`config.mk`:
```
export PLATFORM = sky130hd
export DESIGN_NAME = sel_encode_seq
export DESIGN_NICKNAME = d
export VERILOG_FILES = /design/src/rtl/sel_encode_pkg.sv /design/src/rtl/sel_encode_seq_onehot_decoder.sv /design/src/rtl/sel_encode_seq.sv
export SDC_FILE = /design/constraint.sdc
export NUM_CORES = 1
export LEC_CHECK = 0
export CORE_ASPECT_RATIO = 0.8
export CORE_MARGIN = 8
export CORE_UTILIZATION = 38
export DETAILED_ROUTE_END_ITERATION = 8
export PLACE_DENSITY = 0.77
export SYNTH_ARGS = -nofsm -noshare
export SYNTH_HDL_FRONTEND = slang
export SYNTH_HIERARCHICAL = 1
export SYNTH_SLANG_ARGS = --single-unit
```
`constraint.sdc`:
```
create_clock -name clk -period 2.4 [get_ports clk]
set_input_delay 0.48 -clock clk [delete_from_list [all_inputs] [get_ports clk]]
set_output_delay 0.48 -clock clk [all_outputs]
set_load 0.005 [all_outputs]
```
`src/rtl/sel_encode_pkg.sv`:
```
// sel_encode_pkg: shared defaults, field-select enum and field-offset helpers
// for the register select/encode unit.
package sel_encode_pkg;

    localparam int DEF_NUM_REGS  = 16;
    localparam int DEF_INSTR_W   = 32;
    localparam int DEF_OPCODE_W  = 5;
    localparam int DEF_REG_IDX_W = $clog2(DEF_NUM_REGS);

    typedef enum logic [1:0] {SEL_NONE, SEL_RA, SEL_RB, SEL_RC} sel_field_t;

    // Register fields sit directly below the opcode, ra first, then rb, then rc.
    function automatic int ra_lo(input int instr_w, input int opcode_w, input int idx_w);
        return instr_w - opcode_w - idx_w;
    endfunction

    function automatic int rb_lo(input int instr_w, input int opcode_w, input int idx_w);
        return instr_w - opcode_w - 2 * idx_w;
    endfunction

    function automatic int rc_lo(input int instr_w, input int opcode_w, input int idx_w);
        return instr_w - opcode_w - 3 * idx_w;
    endfunction

endpackage

```
`src/rtl/sel_encode_seq_onehot_decoder.sv`:
```
// onehot_decoder: binary index to one-hot vector, gated by an enable.
module onehot_decoder #(
    parameter int IDX_W = 4,
    localparam int N = 1 << IDX_W
) (
    input  logic [IDX_W-1:0] idx,
    input  logic             en,
    output logic [N-1:0]     onehot
);

    assign onehot = en ? ({{(N-1){1'b0}}, 1'b1} << idx) : '0;

endmodule

```
`src/rtl/sel_encode_seq.sv`:
```
// sel_encode_seq: IR latch, ra/rb/rc select-encode with R0 base-zero, write-pending
// scoreboard with hazard flag, sticky select error. Optional c1_sext via SEL_ENCODE_C1_EN.
module sel_encode_seq
    import sel_encode_pkg::*;
#(
    parameter int NUM_REGS  = DEF_NUM_REGS,
    parameter int REG_IDX_W = $clog2(NUM_REGS),
    parameter int INSTR_W   = DEF_INSTR_W,
    parameter int OPCODE_W  = DEF_OPCODE_W,
    parameter int C2_W      = 19
) (
    input  logic                clk,
    input  logic                rst_n,
    input  logic                ir_load,
    input  logic [INSTR_W-1:0]  instr_in,
    input  logic                Gra,
    input  logic                Grb,
    input  logic                Grc,
    input  logic                Rin,
    input  logic                Rout,
    input  logic                BAout,
    input  logic                reserve,
    input  logic                flush,
    output logic [OPCODE_W-1:0] opcode,
    output logic [NUM_REGS-1:0] r_in,
    output logic [NUM_REGS-1:0] r_out,
    output logic                base_zero,
    output logic [INSTR_W-1:0]  c2_sext,
`ifdef SEL_ENCODE_C1_EN
    output logic [INSTR_W-1:0]  c1_sext,
`endif
    output logic                ir_valid,
    output logic [NUM_REGS-1:0] pending,
    output logic                hazard,
    output logic                sel_err
);

    localparam int RA_LO = ra_lo(INSTR_W, OPCODE_W, REG_IDX_W);
    localparam int RB_LO = rb_lo(INSTR_W, OPCODE_W, REG_IDX_W);
    localparam int RC_LO = rc_lo(INSTR_W, OPCODE_W, REG_IDX_W);

    logic [INSTR_W-1:0]   ir;
    logic [REG_IDX_W-1:0] ra, rb, rc, idx;
    logic [NUM_REGS-1:0]  pend_next;
    sel_field_t           sel;
    logic                 hit, multi;

    assign ra      = ir[RA_LO +: REG_IDX_W];
    assign rb      = ir[RB_LO +: REG_IDX_W];
    assign rc      = ir[RC_LO +: REG_IDX_W];
    assign opcode  = ir[INSTR_W-1 -: OPCODE_W];
    assign c2_sext = {{(INSTR_W-C2_W){ir[C2_W-1]}}, ir[C2_W-1:0]};

`ifdef SEL_ENCODE_C1_EN
    localparam int C1_W = INSTR_W - OPCODE_W - REG_IDX_W;
    assign c1_sext = {{(INSTR_W-C1_W){ir[C1_W-1]}}, ir[C1_W-1:0]};
`endif

    always_comb begin
        sel = Gra ? SEL_RA : Grb ? SEL_RB : Grc ? SEL_RC : SEL_NONE;
        idx = (sel == SEL_RB) ? rb : (sel == SEL_RC) ? rc : ra;
    end

    assign hit       = sel != SEL_NONE;
    assign multi     = (Gra & Grb) | (Gra & Grc) | (Grb & Grc);
    // A pure base-address read of R0 means "no base": drive zero instead of R0.
    assign base_zero = hit & BAout & ~Rout & (idx == '0);
    assign hazard    = ir_valid & (pending[rb] | pending[rc]);

    onehot_decoder #(.IDX_W(REG_IDX_W)) u_in_dec (
        .idx    (idx),
        .en     (hit & Rin),
        .onehot (r_in)
    );

    onehot_decoder #(.IDX_W(REG_IDX_W)) u_out_dec (
        .idx    (idx),
        .en     (hit & (Rout | BAout) & ~base_zero),
        .onehot (r_out)
    );

    // Ordering gives flush < write-back clear < reserve set.
    always_comb begin
        pend_next = (flush ? '0 : pending) & ~r_in;
        if (reserve && ir_valid) pend_next[ra] = 1'b1;
    end

    always_ff @(posedge clk or negedge rst_n) begin
        if (!rst_n) begin
            ir       <= '0;
            ir_valid <= 1'b0;
            pending  <= '0;
            sel_err  <= 1'b0;
        end else begin
            if (ir_load) begin
                ir       <= instr_in;
                ir_valid <= 1'b1;
            end
            pending <= pend_next;
            if (multi) sel_err <= 1'b1;
        end
    end

endmodule

```
# Yosys cells after proc, flatten, opt, wreduce, memory -nomap -nowiden

Index checks and enable logic that the tools add are counted.
Widths: inputs -> output; s select.

Order comparisons: 4
Equality and inequality tests: 2
Shift-type cells: 1
Mux-type cells: 15
Bitwise gates (word level): 19
Reduce and logical (&&, ||, !) cells: 4

Operators by type and width:

| kind                 | count |
|---|---|
| $mux 16              | 4 |
| $and 16x16->16       | 1 |
| $not 16->16          | 1 |
| $or 16x16->16        | 1 |
| $shl 1x4->16 const A | 1 |
| $lt 4x5->1 const B   | 3 |
| $and 1x1->1          | 10 |
| $bmux 1 s4           | 2 |
| $mux 4               | 2 |
| $mux 2               | 3 |
| $demux 1 s4          | 1 |
| $eq 2x2->1 const B   | 2 |
| $ge 4x1->1 const B   | 1 |
| $logic_not 4->1      | 1 |
| $or 1x1->1           | 4 |
| $mux 1               | 3 |
| $logic_and 1x1->1    | 2 |
| $not 1->1            | 2 |
| $reduce_bool 2->1    | 1 |

Bits in registers: 50

# Longest topological paths before layout

Word-level depth: 12
Mapped depth: 9
Gate-level depth less buffers: 8

# Modules after synthesis

Netlist, hierarchy kept.

By module, submodules not included:

| module         | times used | cells an instance | area an instance (sq um) | sequential area each (sq um) |
|---|---|---|---|---|
| sel_encode_seq | 1          | 219               | 2642.5                   | 1251.2 |
| onehot_decoder | 2          | 23                | 120.1                    | 0.0 |

# Least setup slack after synthesis

Ideal clock, no wire load.

Path type: input to output
Start: input Gra
End: output r_out[0]
Arrival: 2005 ps
Required time: 1920 ps
Path slack: -85 ps
Stages on the path: 7
Cells stage by stage: clkbuf_1 > o21bai_1 > nand2_1 > o21ai_1 > o31a_1 > or3b_4 > nor3_2

Cells in the longest elaborated chain, start to end: 9
Elaborated cells between the ends (all ways): 15
Those cells by class: 2 x eq/ne; 1 x shift; 4 x mux; 6 x bitwise; 2 x reduce/logical

Ends and longest elaborated chain:

| element          | line                                | text |
|---|---|---|
| from (decl)      | sel_encode_seq.sv:16                | `input logic Gra,` |
| $mux 2 (*)       | sel_encode_seq.sv:60                | `sel = Gra ? SEL_RA : Grb ? SEL_RB : Grc ? SEL_RC : SEL_NONE;` |
| $eq 2x2->1       | sel_encode_seq.sv:61                | `idx = (sel == SEL_RB) ? rb : (sel == SEL_RC) ? rc : ra;` |
| $mux 4           | sel_encode_seq.sv:61                |  |
| $mux 4 (*)       | sel_encode_seq.sv:61                |  |
| named net idx[2] | sel_encode_seq.sv:43                | `logic [REG_IDX_W-1:0] ra, rb, rc, idx;` |
| $logic_not 4->1  | sel_encode_seq.sv:67                | `assign base_zero = hit & BAout & ~Rout & (idx == '0);` |
| $and 1x1->1      | sel_encode_seq.sv:67                |  |
| $not 1->1        | sel_encode_seq.sv:78                | `.en (hit & (Rout \| BAout) & ~base_zero),` |
| $and 1x1->1      | sel_encode_seq.sv:78                |  |
| $mux 16 (*)      | sel_encode_seq_onehot_decoder.sv:11 | `assign onehot = en ? ({{(N-1){1'b0}}, 1'b1} << idx) : '0;` |
| to (decl)        | sel_encode_seq.sv:26                | `output logic [NUM_REGS-1:0] r_out,` |

The timed path passes the listed nets; every way through them passes the cells marked *.

# Worst setup path in the final report

Start: register ir[16]
End: output r_out[0]

Cells in the longest elaborated chain, start to end: 7
Elaborated cells between the ends (all ways): 8
Those cells by class: 1 x shift; 3 x mux; 3 x bitwise; 1 x reduce/logical

Ends and longest elaborated chain:

| element                  | line                                | text |
|---|---|---|
| from (decl)              | sel_encode_seq.sv:42                | `logic [INSTR_W-1:0] ir;` |
| from (signal assigned)   | sel_encode_seq.sv:96                | `ir <= instr_in;` |
| $mux 4 (*) (2 in series) | sel_encode_seq.sv:61                |  |
| $logic_not 4->1          | sel_encode_seq.sv:67                |  |
| $and 1x1->1              | sel_encode_seq.sv:67                |  |
| $not 1->1                | sel_encode_seq.sv:78                |  |
| $and 1x1->1              | sel_encode_seq.sv:78                |  |
| $mux 16 (*)              | sel_encode_seq_onehot_decoder.sv:11 |  |

Every way passes the cells marked *; elsewhere a longest branch is shown, timed or not.

==> results by group <==
Final layout
  – Post-layout util: 0.652
  – Footprint of the multi-input gates: 1490 sq um
  – Non-filler cells, final: 537
  – # fillers: 542
  – Register area: 1250 sq um
  – Ant diodes: 0
  – Area growth from synthesis to layout: 67.3%
  – Nets: 474
  – Share of layout cells above drive strength 1: 0.468

Floorplanning
  – Chip Width: 113 um
  – Die Height: 93.9 um
  – CORE AREA: 7390 sq um
  – Std cell rows: 28
  – Top Ports: 132
  – Starting Density: 0.390
  – Die area: 10600 sq um

Setup path
  – Worst reg2reg startpoint: ir[16]$_DFFE_PN0P_
  – CP required: 1920 ps
  – Worst path arrival time: 2180 ps
  – Crit Path Class: reg2out
  – R2R depth: 11
  – Critical Path Sink Type: output port
  – Critical Path Start Type: register
  – R2R Setup Slk: 320 ps
  – RR Endpoint: pending[9]$_DFF_PN0_
  – Max FO, Critical Path: 4

STA
  – Final hold violation count: 0
  – Worst setup margin: -264 ps
  – Fin Setup TNS: -2990 ps
  – Max Slew Vio Count: 0
  – Worst-Margin Slew: 653 ps
  – Max_slew headroom: 0.565
  – Clock Skew: 5.39 ps
  – Fin crit share: 1.11
  – Upper clock frequency limit: 375 MHz
  – RSZ-0062 raised after global routing: true
  – Final setup fails: 28
  – Crit path time final: 2660 ps

Job
  – Max_cap viols: 0

Logic synthesis
  – Ys async rst share: 1.00
  – Mapped Area: 2880 sq um
  – Post-synth net total: 308
  – Post-Syn Area per Cell: 10.9 sq um
  – Seq cells post-synth: 50
  – Cells after synthesis: 265
  – Ys flop type: dfrtp_1
  – Sequential area share after synthesis: 0.434
  – Synth area leaders: dfrtp_1, mux2_2, buf_4
  – Yosys cell types: 35
  – EDFF count, synth: 0
  – Cell with the most instances after synthesis: dfrtp_1
  – Commonest cells post-synth: dfrtp_1, buf_4, mux2_2
  – Area leader, netlist: dfrtp_1
  – Syn. warnings: 6
  – Synth top area share: 0.434

Power and ir drop
  – PD cells: 485 nW/um^2
  – Final Power: 2.34 mW
  – Peak supply drop: 0.325 mV
  – Pleak: 2.12 nW

Placed design
  – Placed cell count: 494
  – DP Wirelength: 7.24 mm
  – Routability Congestion: 0.893
  – Port bufs: 131

Drt
  – Routed Antenna Nets: 0
  – Via count: 2694
  – DRC errors left: 0
  – First-pass detailed-route iteration total: 4
  – DRT iter0 DRCs: 162
  – Detailed-route wire length: 10.3 mm
  – DR vias/cell: 5.02
  – Drt wl/cell: 19.1 um

Clocking
  – Clock Latency Late Sink: 300 ps
  – Cts bufs inserted: 5
  – H-Tree Depth: 2
  – TritonCTS clock tree: done
  – Worst-path clk slew: 90 ps
  – Sink Count: 50
  – Root buffer cell: clkbuf_8
  – Clk buf depth: 2
  – CTS hold repair buffers: 0

Global routing
  – Vias in the first global route: 2783
  – First-pass GRT wire length: 15.3 mm
  – Gr ovfl total: 0
  – Initial antenna violation count: 0
  – Largest net degree at the start of global routing: 51
  – Total track usage: 0.185

Hold path
  – Hold WC Path Type: in2async

Status
  – Failing checks: negative setup slack
  – Outcome: finished with violations
==> placed cells by master (no fill, tap or decap), drive strengths merged, types with 2 or more instances in the layout <==
| cell | netlist | final |
|---|---|---|
| mux4 | 8 | 8 |
| dlygate4sd2 | 0 | 2 |
| clkdlybuf4s15 | 0 | 2 |
| dfrtp | 50 | 50 |
| nand2 | 13 | 13 |
| o32ai | 15 | 15 |
| clkbuf | 4 | 8 |
| mux2 | 32 | 32 |
| o21bai | 2 | 2 |
| dlymetal6s2s | 0 | 3 |
| or3b | 2 | 2 |
| or2 | 2 | 2 |
| a21oi | 4 | 4 |
| nand2b | 7 | 7 |
| buf | 43 | 107 |
| nand4b | 2 | 2 |
| o21ai | 3 | 3 |
| and3b | 2 | 2 |
| clkdlybuf4s50 | 0 | 91 |
| nor2 | 29 | 29 |
| nor3 | 10 | 10 |
| nand3 | 2 | 2 |
| nand3b | 6 | 6 |
| mux2i | 6 | 6 |
| inv | 15 | 15 |
==> cell families after synthesis <==
group | after synthesis | synth area share
AND/OR/NAND/NOR | 79 | 0.145
buffers and inverters | 62 | 0.134
flip-flops | 50 | 0.434
multiplexers | 46 | 0.214
AO/OA/AOI/OAI | 28 | 0.0738
==> worst max path at each step <==
stage,from,end,cells past startpoint
6_report,ir[16]$_DFFE_PN0P_,r_out[0],8
5_1_grt,ir[15]$_DFFE_PN0P_,r_out[0],9
4_1_cts,ir[15]$_DFFE_PN0P_,r_in[14],7
3_5_place_dp,Grb,r_out[0],8
3_3_place_gp,Grb,r_out[0],9
2_1_floorplan,Gra,r_out[0],7
==> timing repair <==
item / CTS / global route
setup buffers: 32 / 8
resized for setup: 191 / 30
pin swaps: 26 / 17
endpoints found under the setup margin: 36 / 34
==> critical path: stages, from the launching register on <==
cell	delay (ps)
dfrtp_1	380
and3b_1	180
a21oi_2	50
o211ai_1	240
o31a_1	230
or3b_4	430
buf_4	150
nor3_2	80
buf_2	130
==> cell type report <==
| type | count | share of cell area |
|---|---|---|
| timing repair buffer | 206 | 0.375 |
| multi-input combinational | 153 | 0.308 |
| sequential | 50 | 0.259 |
| tap | 105 | 0.0272 |
| clock buffer | 7 | 0.0179 |
| inverter | 15 | 0.0117 |
| clock inverter | 1 | 0.00104 |
==> metrics by stage <==
stage	area (sq um)	hold WS, ps	worst slack [ps]
floorplan	2890	184	8.19
global route	4820	329	-382
detailed placement	4310	465	-1050
global placement	4310	467	-959
finish	4820	280	-264
CTS	4710	310	-220
==> flip-flops by register name, summed over array words and instances, names as in the netlist <==
signal and flops:
sel_err 1, ir_valid 1, pending 16, ir 32
==> power by group <==
part	total, mW	leakage, nW	switching [mW]	internal, mW
Clock	0.511	0.0482	0.278	0.233
Combinational	0.860	1.46	0.365	0.495
Sequential	0.967	0.611	0.0553	0.912
==> routing by layer <==
| metal | GRT usage | up-vias | part of all wire |
|---|---|---|---|
| met5 | 0 | - | 0 |
| met1 | 0.227 | 1331 | 0.41 |
| li1 | - | 1235 | - |
| met4 | 0.0442 | 0 | 0.017 |
| met3 | 0.0604 | 15 | 0.090 |
| met2 | 0.310 | 113 | 0.48 |
Power figures use the tool's default switching activity.
